==> config.mk <==
export PLATFORM = sky130hd
export DESIGN_NAME = maxpool_pack_writer
export DESIGN_NICKNAME = d
export VERILOG_FILES = /design/src/rtl/maxpool_pack_writer.sv
export SDC_FILE = /design/constraint.sdc
export NUM_CORES = 1
export LEC_CHECK = 0
export ABC_AREA = 0
export CAP_MARGIN = 20
export CORE_MARGIN = 3
export CORE_UTILIZATION = 55
export CTS_CLUSTER_DIAMETER = 80
export DETAILED_ROUTE_END_ITERATION = 16
export DONT_BUFFER_PORTS = 1
export PLACE_DENSITY = 0.76
export SKIP_LAST_GASP = 1
export SYNTH_ARGS = -nofsm -noshare
export SYNTH_HDL_FRONTEND = slang
export SYNTH_SLANG_ARGS = --single-unit
export TNS_END_PERCENT = 10
==> constraint.sdc <==
create_clock -name clk -period 4.7 [get_ports clk]
set_input_delay 0.94 -clock clk [delete_from_list [all_inputs] [get_ports clk]]
set_output_delay 0.94 -clock clk [all_outputs]
set_load 0.02 [all_outputs]
==> src/rtl/maxpool_pack_writer.sv <==
// maxpool_pack_writer: output stage of the CNN accelerator.
// Takes a raster stream of 8-bit conv pixels and applies 2x2 stride-2 max pooling.
// A half-width line buffer holds the horizontal maxima of each even row.
// Pooled pixels are packed eight per 64-bit word; pixel k sits at bits [8k+7:8k].
// Each complete word is written to DRAM at an auto-incrementing address.
// The partial last word of a frame is zero-padded. It and frame_done appear
// together in the cycle after the frame's last beat.
module maxpool_pack_writer #(
    parameter int CONV_W = 28,
    parameter int CONV_H = 28,
    parameter int AW     = 10
) (
    input  logic          clk,
    input  logic          rst,
    input  logic          start,
    input  logic [AW-1:0] base_addr,
    input  logic          in_valid,
    input  logic [7:0]    in_data,
    output logic          busy,
    output logic          wr_en,
    output logic [AW-1:0] wr_addr,
    output logic [63:0]   wr_data,
    output logic          frame_done
);

    localparam int HALF_W = CONV_W / 2;
    localparam int COL_W  = $clog2(CONV_W);
    localparam int ROW_W  = (CONV_H > 1) ? $clog2(CONV_H) : 1;
    localparam int IDX_W  = (HALF_W > 1) ? $clog2(HALF_W) : 1;

    typedef enum logic [1:0] {
        S_IDLE     = 2'd0,
        S_EVEN_ROW = 2'd1,
        S_ODD_ROW  = 2'd2,
        S_FLUSH    = 2'd3
    } state_t;

    // Larger of two unsigned pixels.
    function automatic logic [7:0] max8(input logic [7:0] a, input logic [7:0] b);
        return (a > b) ? a : b;
    endfunction

    // Place one pooled pixel into its byte slot of the pack word.
    function automatic logic [63:0] insert_byte(input logic [63:0] word,
                                                input logic [2:0]  slot,
                                                input logic [7:0]  pix);
        logic [63:0] res;
        res = word;
        res[{slot, 3'b000} +: 8] = pix;
        return res;
    endfunction

    state_t              r_state;
    state_t              w_next_state;
    logic                r_busy;
    logic [COL_W-1:0]    r_col;
    logic [ROW_W-1:0]    r_row;
    logic [7:0]          r_p0;
    logic [2:0]          r_pack_cnt;
    logic [63:0]         r_pack;
    logic [AW-1:0]       r_ptr;
    logic [7:0]          r_line_buf [HALF_W];
    logic [HALF_W-1:0]   r_lb_valid;
    logic                r_wr_en;
    logic [AW-1:0]       r_wr_addr;
    logic [63:0]         r_wr_data;
    logic                r_frame_done;

    logic                w_start_ok;
    logic                w_beat;
    logic                w_pair_end;
    logic                w_row_end;
    logic                w_last_row;
    logic [IDX_W-1:0]    w_idx;
    logic [7:0]          w_hmax;
    logic [7:0]          w_lb;
    logic [7:0]          w_pooled;
    logic                w_lb_wr;
    logic                w_push;
    logic                w_frame_end;
    logic                w_write;
    logic [63:0]         w_word;

    // Beat qualification and the pooling datapath for the current beat.
    always_comb begin
        w_start_ok  = (r_state == S_IDLE) && start;
        w_beat      = in_valid && ((r_state == S_EVEN_ROW) || (r_state == S_ODD_ROW));
        w_pair_end  = r_col[0];
        w_row_end   = (r_col == COL_W'(CONV_W - 1));
        w_last_row  = (r_row == ROW_W'(CONV_H - 1));
        w_idx       = IDX_W'(r_col >> 1);
        w_hmax      = max8(r_p0, in_data);
        // An entry never written this frame contributes nothing to the max.
        if (r_lb_valid[w_idx]) begin
            w_lb = r_line_buf[w_idx];
        end else begin
            w_lb = 8'h00;
        end
        w_pooled    = max8(w_lb, w_hmax);
        w_lb_wr     = w_beat && (r_state == S_EVEN_ROW) && w_pair_end;
        w_push      = w_beat && (r_state == S_ODD_ROW) && w_pair_end;
        w_frame_end = w_push && w_row_end && w_last_row;
        w_write     = w_push && ((r_pack_cnt == 3'd7) || w_frame_end);
        w_word      = insert_byte(r_pack, r_pack_cnt, w_pooled);
    end

    // Next-state logic of the row-sequencing FSM.
    always_comb begin
        w_next_state = r_state;
        case (r_state)
            S_IDLE: begin
                if (start) begin
                    w_next_state = S_EVEN_ROW;
                end else begin
                    w_next_state = S_IDLE;
                end
            end
            S_EVEN_ROW: begin
                if (w_beat && w_row_end) begin
                    w_next_state = S_ODD_ROW;
                end else begin
                    w_next_state = S_EVEN_ROW;
                end
            end
            S_ODD_ROW: begin
                if (w_beat && w_row_end) begin
                    if (w_last_row) begin
                        w_next_state = S_FLUSH;
                    end else begin
                        w_next_state = S_EVEN_ROW;
                    end
                end else begin
                    w_next_state = S_ODD_ROW;
                end
            end
            S_FLUSH: begin
                w_next_state = S_IDLE;
            end
            default: begin
                w_next_state = S_IDLE;
            end
        endcase
    end

    // State register, row/column counters and the pending pixel of a pair.
    always_ff @(posedge clk) begin
        if (rst) begin
            r_state    <= S_IDLE;
            r_busy     <= 1'b0;
            r_col      <= {COL_W{1'b0}};
            r_row      <= {ROW_W{1'b0}};
            r_p0       <= 8'h00;
            r_lb_valid <= {HALF_W{1'b0}};
        end else begin
            r_state <= w_next_state;
            r_busy  <= (w_next_state != S_IDLE);
            if (w_start_ok) begin
                r_col      <= {COL_W{1'b0}};
                r_row      <= {ROW_W{1'b0}};
                r_lb_valid <= {HALF_W{1'b0}};
            end
            if (w_beat) begin
                if (w_row_end) begin
                    r_col <= {COL_W{1'b0}};
                    r_row <= r_row + ROW_W'(1);
                end else begin
                    r_col <= r_col + COL_W'(1);
                end
                if (!w_pair_end) begin
                    r_p0 <= in_data;
                end
            end
            if (w_lb_wr) begin
                r_lb_valid[w_idx] <= 1'b1;
            end
        end
    end

    // Line buffer storage for even-row horizontal maxima; gated by the valid flags.
    always_ff @(posedge clk) begin
        if (w_lb_wr) begin
            r_line_buf[w_idx] <= w_hmax;
        end
    end

    // Packing of pooled pixels, the write pointer and the registered write port.
    always_ff @(posedge clk) begin
        if (rst) begin
            r_pack_cnt   <= 3'd0;
            r_pack       <= 64'd0;
            r_ptr        <= {AW{1'b0}};
            r_wr_en      <= 1'b0;
            r_wr_addr    <= {AW{1'b0}};
            r_wr_data    <= 64'd0;
            r_frame_done <= 1'b0;
        end else begin
            r_wr_en      <= 1'b0;
            r_frame_done <= 1'b0;
            if (w_start_ok) begin
                r_ptr      <= base_addr;
                r_pack_cnt <= 3'd0;
                r_pack     <= 64'd0;
            end
            if (w_push) begin
                if (w_write) begin
                    // Full word, or the zero-padded tail of the frame.
                    r_wr_en      <= 1'b1;
                    r_wr_addr    <= r_ptr;
                    r_wr_data    <= w_word;
                    r_ptr        <= r_ptr + AW'(1);
                    r_pack       <= 64'd0;
                    r_pack_cnt   <= 3'd0;
                    r_frame_done <= w_frame_end;
                end else begin
                    r_pack     <= w_word;
                    r_pack_cnt <= r_pack_cnt + 3'd1;
                end
            end
        end
    end

    assign busy       = r_busy;
    assign wr_en      = r_wr_en;
    assign wr_addr    = r_wr_addr;
    assign wr_data    = r_wr_data;
    assign frame_done = r_frame_done;

endmodule

==> metrics list <==
- Synth Cell Area: approximately 0.013 mm^2
- Total global routing overflow: 0
- Data arrival time of the critical path: 4.57 ns
- Routability-driven placement finished with a final weighted congestion of between 0.8 and 0.9.
- Total core area: between 0.02 and 0.025 mm^2
- Hold repair after CTS inserted 0 buffers.
* Post-layout nets: between 1,000 and 1,500
* CTS Buf Count: 30
* Worst Clk Skew: approximately 0.017 ns
* Number of inserted filler cells in the final layout: approximately 1,700
- Internal power: approximately 4.2 mW
- Slowest library cell on the worst path: sky130_fd_sc_hd__dfxtp_1
* Buffers on Ports: 0
- The setup path with the least slack is of type flop to flop.
- The share of total power dissipated in combinational logic is 0.036.
- Dividing the detail-routed via count by the number of cells gives roughly 6.4.
- Clock latency on the worst-skew pair, taken at its later pin, is ~0.56 ns.
- Sequential share of power: 0.517
* Worst hold margin: 0.444 ns
- In this run, the number of DRC markers left after iteration 0 of detailed routing was around 850.
* Chip Width: roughly 160 um
- Of the total power, the clock network draws 0.447.
- TritonCTS built the clock tree.
* Multi-input gate area: 0.00506 mm^2
* Path type of the worst min-delay path: flop to flop
- Of all nets on the critical path, the largest fanout is 16.
* Clock tree root driver cell: sky130_fd_sc_hd__clkbuf_16
* Clock transition at the register clock pins on the worst setup and hold paths after CTS: about 0.060 ns
* Number of flops mapped to enable cells by yosys: around 110
- After routing the design area is approximately 0.014 mm^2.
- Entering global routing, the biggest net connects ~110 pins.
- Across the VDD grid, the largest voltage drop is ~0.29 mV.
- Among cell families on the critical path, the largest total delay comes from simple AND/OR/NAND/NOR gates.
- List of cells traversed by the critical path: mux4_2, nor3b_1, nor4_2, buf_4, and2b_1, ha_1, and4_1, o21ai_0, nand2_1, nand3b_1, a221o_1, o211ai_4, mux2i_2, buf_12, o221ai_1
- Relative slew slack: 0.280
* Vias: roughly 9,200
* Setup repair after global routing missed its margin: no
- The flow ran to the end, and the final reports show no timing, DRC or antenna violations.
* Slew Viols, Final: 0
- Antenna Nets Post-Route: 0
* Buffering stage count on the worst path with inverters included: 2
* Die Height: approximately 160 um
- In the final layout, the share of cells above drive strength 1 is 0.135.
- Sum of negative setup slack: 0 ns
* Mapped Nets: 1,188
* Count of max-cap constraint violations: 0
- Syn Inst Count: between 1,000 and 1,500
- Number of global-route vias before repair: ~9,000
- From synthesis to final layout, the design area changed by 11.0%.
* Footprint of the flip-flops and latches: 0.00721 mm^2
- The initial antenna violation count came to 0.
- DP Area: approximately 0.013 mm^2
- The largest single stage delay on the critical path is between 0.6 and 0.7 ns.
* Buffers inserted during post-CTS setup optimization: 0
- Mean instance size in the synthesized netlist: 11.1 um^2
- The die covers 0.0249 mm^2.
- Summing internal, switching and leakage power gives 5.33 mW.
* First-pass detailed-route iteration total: 5
- The analysis attributes to net switching a power of between 1 and 1.5 mW.
- Wires add up to about 31,000 um.
- Half-perimeter wire length after placement: 19,300 um
* Resized cells post-CTS: 0
- Required time of the worst setup path: 5.11 ns
* Number of design rule violations left after detail routing: 0
- Power per standard cell area: between 300 and 400 mW/mm^2
- Summed over all cells, the static leakage comes to around 4.7 nW.
- Setup violation total in the final timing report: 0
* H-tree depth reported by CTS: 1
* GRT Total Usage: 0.252
- Type of destination of the critical path: flop
- At the pin with the least slew margin, the transition time is between 1 and 1.5 ns.
* Critical path startpoint category: flop
- Once layout is complete, the cells apart from fillers number ~1,400.
- Yosys warns: 0
- For this run, the leading register cell type out of synthesis is sky130_fd_sc_hd__dfxtp_1.
- Clock net sink count: 304
- Wire length of the first global-routing pass: about 50,000 um
* Flop and latch count out of synthesis: between 300 and 400
- Fin. Hold Viols: 0
* Minimum period implied by the final worst setup slack: roughly 4.2 ns
- After synthesis, the share of flip-flops with an asynchronous set or reset is 0.
- In the final routed layout, each cell accounts on average for between 20 and 25 um.
* Count of pins on the block boundary: 99
- Switching power as a share of total power: 0.212
- The number of antenna diodes in the final layout is 0.
- Starting density of the core: 0.570
- Placement row count: 54
* Portion of the post-synthesis area used by sequential elements: 0.569
- Maximum achievable frequency: approximately 240 MHz
- Synth unique cells: between 60 and 70
- Including well taps, the total number of placed cells is 1,377.
- Period utilization: 0.885
* Maximum clock path buffer count: 3
-- cell type report --
| class | instances | area share |
|---|---|---|
| repair buffers | 32 | 0.0240 |
| inverters | 33 | 0.00880 |
| clock inverters | 13 | 0.00907 |
| well taps | 280 | 0.0249 |
| multi-input cells | 729 | 0.360 |
| clock buffers | 41 | 0.0614 |
| flip-flops and latches | 304 | 0.512 |
-- cells by family (layout without fill, tap and decap cells) --
family | Yosys count | after routing | share of synthesized area
buffers and inverters | 107 | 119 | 0.0364
multiplexers | 66 | 66 | 0.0882
AO/OA/AOI/OAI | 265 | 265 | 0.136
adder cells (fa/ha/maj) | 26 | 26 | 0.0257
AND/OR/NAND/NOR | 372 | 372 | 0.145
flip-flops | 304 | 304 | 0.569
-- worst reg2reg max path, cell delays in order, from the launching register on --
cell and delay (ns):
sky130_fd_sc_hd__dfxtp_1 0.61, sky130_fd_sc_hd__mux4_2 0.38, sky130_fd_sc_hd__nor3b_1 0.16, sky130_fd_sc_hd__nor4_2 0.31
sky130_fd_sc_hd__buf_4 0.20, sky130_fd_sc_hd__and2b_1 0.23, sky130_fd_sc_hd__ha_1 0.32, sky130_fd_sc_hd__and4_1 0.23
sky130_fd_sc_hd__o21ai_0 0.10, sky130_fd_sc_hd__nand2_1 0.10, sky130_fd_sc_hd__nand3b_1 0.12, sky130_fd_sc_hd__a221o_1 0.37
sky130_fd_sc_hd__o211ai_4 0.21, sky130_fd_sc_hd__mux2i_2 0.34, sky130_fd_sc_hd__buf_12 0.21, sky130_fd_sc_hd__o221ai_1 0.13
-- power by group through the flow --
stage | Combinational [mW] | Sequential [mW] | Clock, mW
2_1_floorplan | 0.135 | 2.81 | 0
3_3_place_gp | 0.185 | 2.81 | 0
3_5_place_dp | 0.190 | 2.81 | 0
4_1_cts | 0.192 | 2.75 | 2.40
5_1_grt | 0.211 | 2.75 | 2.51
6_report | 0.194 | 2.75 | 2.38
-- stage by stage --
step,utilization,worst slack (ns)
6_report,0.633,0.538
5_1_grt,0.633,0.341
4_1_cts,0.633,0.580
3_5_place_dp,0.588,0.0535
3_3_place_gp,0.588,0.154
2_1_floorplan,-,0.0888
-- synth_stat cells (8+ instances only) --
cell type | number | share of area
sky130_fd_sc_hd__nor3b_1 | 8 | 0.0047
sky130_fd_sc_hd__mux2_2 | 14 | 0.012
sky130_fd_sc_hd__ha_1 | 26 | 0.026
sky130_fd_sc_hd__a221oi_1 | 9 | 0.0062
sky130_fd_sc_hd__a211oi_1 | 10 | 0.0059
sky130_fd_sc_hd__a31oi_1 | 28 | 0.014
sky130_fd_sc_hd__nand4_1 | 11 | 0.0054
sky130_fd_sc_hd__edfxtp_1 | 112 | 0.27
sky130_fd_sc_hd__nand3_1 | 18 | 0.0071
sky130_fd_sc_hd__o21ai_0 | 32 | 0.013
sky130_fd_sc_hd__nor4b_1 | 28 | 0.019
sky130_fd_sc_hd__nand2_1 | 147 | 0.044
sky130_fd_sc_hd__nor2_1 | 81 | 0.024
sky130_fd_sc_hd__or3_1 | 24 | 0.012
sky130_fd_sc_hd__o221ai_1 | 24 | 0.017
sky130_fd_sc_hd__o22ai_1 | 21 | 0.010
sky130_fd_sc_hd__o21ai_1 | 42 | 0.017
sky130_fd_sc_hd__inv_1 | 32 | 0.0095
sky130_fd_sc_hd__a21oi_1 | 56 | 0.022
sky130_fd_sc_hd__nor3_1 | 11 | 0.0043
sky130_fd_sc_hd__clkbuf_1 | 55 | 0.016
sky130_fd_sc_hd__dfxtp_1 | 192 | 0.30
sky130_fd_sc_hd__mux2i_1 | 12 | 0.0095
sky130_fd_sc_hd__mux4_2 | 33 | 0.059
-- final timing paths --
check | start | end | slack (ns) | cells after the start
max | r_col[3]$_SDFFE_PP0N_ | wr_data[11]$_SDFFE_PP0P_ | 0.54 | 15
max reg2reg | r_col[3]$_SDFFE_PP0N_ | wr_data[11]$_SDFFE_PP0P_ | 0.54 | 15
min | r_pack[6]$_SDFFE_PP0P_ | r_pack[6]$_SDFFE_PP0P_ | 0.44 | 2
min reg2reg | r_pack[6]$_SDFFE_PP0P_ | r_pack[6]$_SDFFE_PP0P_ | 0.44 | 2
-- sequential cells by signal, summed over array words and instances (netlist names), named ones only --
name / cells
busy: 1
wr_en: 1
frame_done: 1
r_row: 5
r_pack_cnt: 3
wr_data: 64
r_col: 5
r_lb_valid: 14
r_state: 2
r_pack: 64
wr_addr: 10
r_p0: 8
r_ptr: 10
r_line_buf: 112
-- cell usage in the layout, fill, tap and decap left out, types with 7 or more instances in the layout --
cell type | netlist | layout
sky130_fd_sc_hd__dfxtp_1 | 192 | 191
sky130_fd_sc_hd__nand2_1 | 147 | 147
sky130_fd_sc_hd__edfxtp_1 | 112 | 112
sky130_fd_sc_hd__nor2_1 | 81 | 80
sky130_fd_sc_hd__a21oi_1 | 56 | 56
sky130_fd_sc_hd__o21ai_1 | 42 | 42
sky130_fd_sc_hd__mux4_2 | 33 | 33
sky130_fd_sc_hd__inv_1 | 32 | 32
sky130_fd_sc_hd__o21ai_0 | 32 | 31
sky130_fd_sc_hd__clkbuf_16 | 0 | 31
sky130_fd_sc_hd__nor4b_1 | 28 | 28
sky130_fd_sc_hd__a31oi_1 | 28 | 28
sky130_fd_sc_hd__ha_1 | 26 | 26
sky130_fd_sc_hd__or3_1 | 24 | 24
sky130_fd_sc_hd__o221ai_1 | 24 | 24
sky130_fd_sc_hd__buf_4 | 0 | 23
sky130_fd_sc_hd__o22ai_1 | 21 | 21
sky130_fd_sc_hd__nand3_1 | 18 | 18
sky130_fd_sc_hd__mux2_2 | 14 | 14
sky130_fd_sc_hd__mux2i_1 | 12 | 12
sky130_fd_sc_hd__nand4_1 | 11 | 11
sky130_fd_sc_hd__a211oi_1 | 10 | 10
sky130_fd_sc_hd__a221oi_1 | 9 | 9
sky130_fd_sc_hd__nor3b_1 | 8 | 8
sky130_fd_sc_hd__buf_12 | 0 | 8
sky130_fd_sc_hd__and2b_1 | 7 | 7
sky130_fd_sc_hd__nor3_1 | 11 | 7
sky130_fd_sc_hd__mux2i_2 | 7 | 7
sky130_fd_sc_hd__o32ai_1 | 7 | 7
-- layer usage --
layer | part of all wire | vias to the layer above | global-route usage | routed length [um]
met2 | 0.46 | 407 | 0.389 | 14600
li1 | - | 4250 | - | -
met1 | 0.42 | 4458 | 0.352 | 13100
met4 | 0.023 | 0 | 0.0727 | 716
met3 | 0.097 | 57 | 0.0689 | 3040
met5 | 0 | - | 0 | 0
Note: power is estimated with default switching activity, not from simulation.
==> RTL change, RTL diff (same flow settings) <==
Re-encode `state_t` (4 states) as Gray code, 2 bits wide.
--- a/src/rtl/maxpool_pack_writer.sv
+++ b/src/rtl/maxpool_pack_writer.sv
@@ -30,8 +30,8 @@
 
     typedef enum logic [1:0] {
-        S_IDLE     = 2'd0,
-        S_EVEN_ROW = 2'd1,
-        S_ODD_ROW  = 2'd2,
-        S_FLUSH    = 2'd3
+        S_IDLE     = 2'b00,
+        S_EVEN_ROW = 2'b01,
+        S_ODD_ROW  = 2'b11,
+        S_FLUSH    = 2'b10
     } state_t;
 
Function: no difference found for any inputs over 10 cycles, from zero or initial values and one cycle with rst high; not proved beyond that.
==> RTL change against the original RTL <==
Core utilization fell by 0.96 points. Sequential cell count did not move. Sequential power barely moved. Cell count rose by 14%. Clock power rose by 8%. Largest cell class unchanged. Design area rose by 5.5%. Setup slack got worse by 0.11 ns. Hold slack improved by 0.022 ns. Total power rose by 3.3%. Fmax fell by 2.5%. First-iteration DRC count rose by 33%. Largest power group unchanged. Area after synthesis rose by 6.8%. Routed wire length rose by 15%.
==> RTL change: results (changes against the original RTL) <==
fin_crit_sh: 0.9083  # +0.02281
finalNetCount: 1335  # +13%
hold_class: "reg -> reg"
route.layer.met1.wl_mm: 14.84  # +13%
inv_count: 34  # +3.0%
grt_pass1_vias: 10248  # +17%
grtUsageTotal: 0.2658  # +0.01408
clk-insertion-delay-late_ns: 0.56  # about the same
multi_input_area_um2: 5796  # +15%
ir_drop_v: 0.0002845  # -0.22%
drt_iter0_drc: 1124  # +33%
dp_slack_ns: 0.2037  # +0.1501 ns
regToRegSetupSlack_ns: 0.43  # -0.11 ns
dr_wl_met3_mm: 3.745  # +23%
hold_start: "r_pack[50]"
numCtsBuffers: 31  # +3.3%
cp_data_arrival_time_ns: 4.75  # +0.18 ns
ys_types: 62  # -1.6%
gr-usage-met1: 0.3662  # +0.01401
hold_end: "r_pack[50]"
dp_cells: 1576  # +14%
crit_path_max_incr_delay_ns: 0.92  # +0.31 ns
cp-endpoint: "wr_data[16]"
wl_per_cell_um: 22.09  # +0.62%
synth_common_cells: "246 x nand2_1, 192 x dfxtp_1, 112 x edfxtp_1, 84 x o221ai_1, 82 x nand3_1"
reg2reg_depth: 13  # -2
synth_ff_type: "dfxtp_1"
routabilityCongestion: 0.9373  # +11%
grtUsageMet2: 0.4113  # +0.02195
powerDensity_nw_per_um2: 370.6  # -2.1%
nMultiInputCombCells: 888  # +22%
grt_max_degree: 132  # +16%
via_count: 10565  # +15%
critical-path-top-delay-family: "simple AND/OR/NAND/NOR gates"
drive_above_1_share: 0.1150  # -0.01954
power.static_leakage_nw: 4.875  # +4.0%
area_growth_pct: 9.746
tightest_slew_ns: 1.064  # -0.01140 ns
synth_nets: 1353  # +14%
grt_first_pass_wirelength_mm: 56.56  # +14%
fillers: 1926  # +15%
ys_seq_area_frac: 0.5326  # -0.03602
antenna_found_initial: 0  # unchanged
drt-total-wl_mm: 36.05  # +15%
syn_area_per_cell_um2: 10.34  # -6.9%
status: "finished clean"
holdWs_ns: 0.4658  # +0.02176 ns
buffers_excl_clock: 31  # -3.1%
synth.area.top_cells: "dfxtp_1 28%, edfxtp_1 25%, nand2_1 6.8%"
reg2reg_from: "r_col[1]"
fin_skew_ns: 0.01913  # +0.002199 ns
crit_fanout: 14  # -2
clk_share: 0.07145  # +0.001021
wl_met2_mm: 16.30  # +12%
met3_usage: 0.06663  # -0.002257
cp_slowest_cell: "nor3_1"
n_clock_buffer: 38  # -7.3%
dp_hpwl_mm: 22.65  # +17%
buf_share: 0.01736  # -0.006653
placed_area_um2: 13790  # +5.5%
## RTL change: cell count changes in the layout (fill, tap and decap cells not counted), sizes merged, moves of 16 or more
cell	change
nor4b	-25
nand3	+64
o21ai	-53
a22oi	+16
o22ai	-21
o221ai	+60
nand2	+100
a21o	+56
a31oi	-25
o211ai	+43
or3	-21
## RTL change: power breakdown
group          leakage [nW]  switching [mW]  total (mW)  internal, mW
clock network         0.512            1.04        2.56          1.52
registers              2.56          0.0136        2.76          2.75
logic                  1.81           0.136       0.185        0.0493
## RTL change: logic make-up after synthesis
group | Yosys count | share of synthesized area
DFF | 304 | 0.5326
buffers and inverters | 116 | 0.03967
AOI/OAI and AO/OA | 322 | 0.1798
and+or+nand+nor | 498 | 0.1652
muxes | 45 | 0.06149
adders and majority gates | 23 | 0.02127
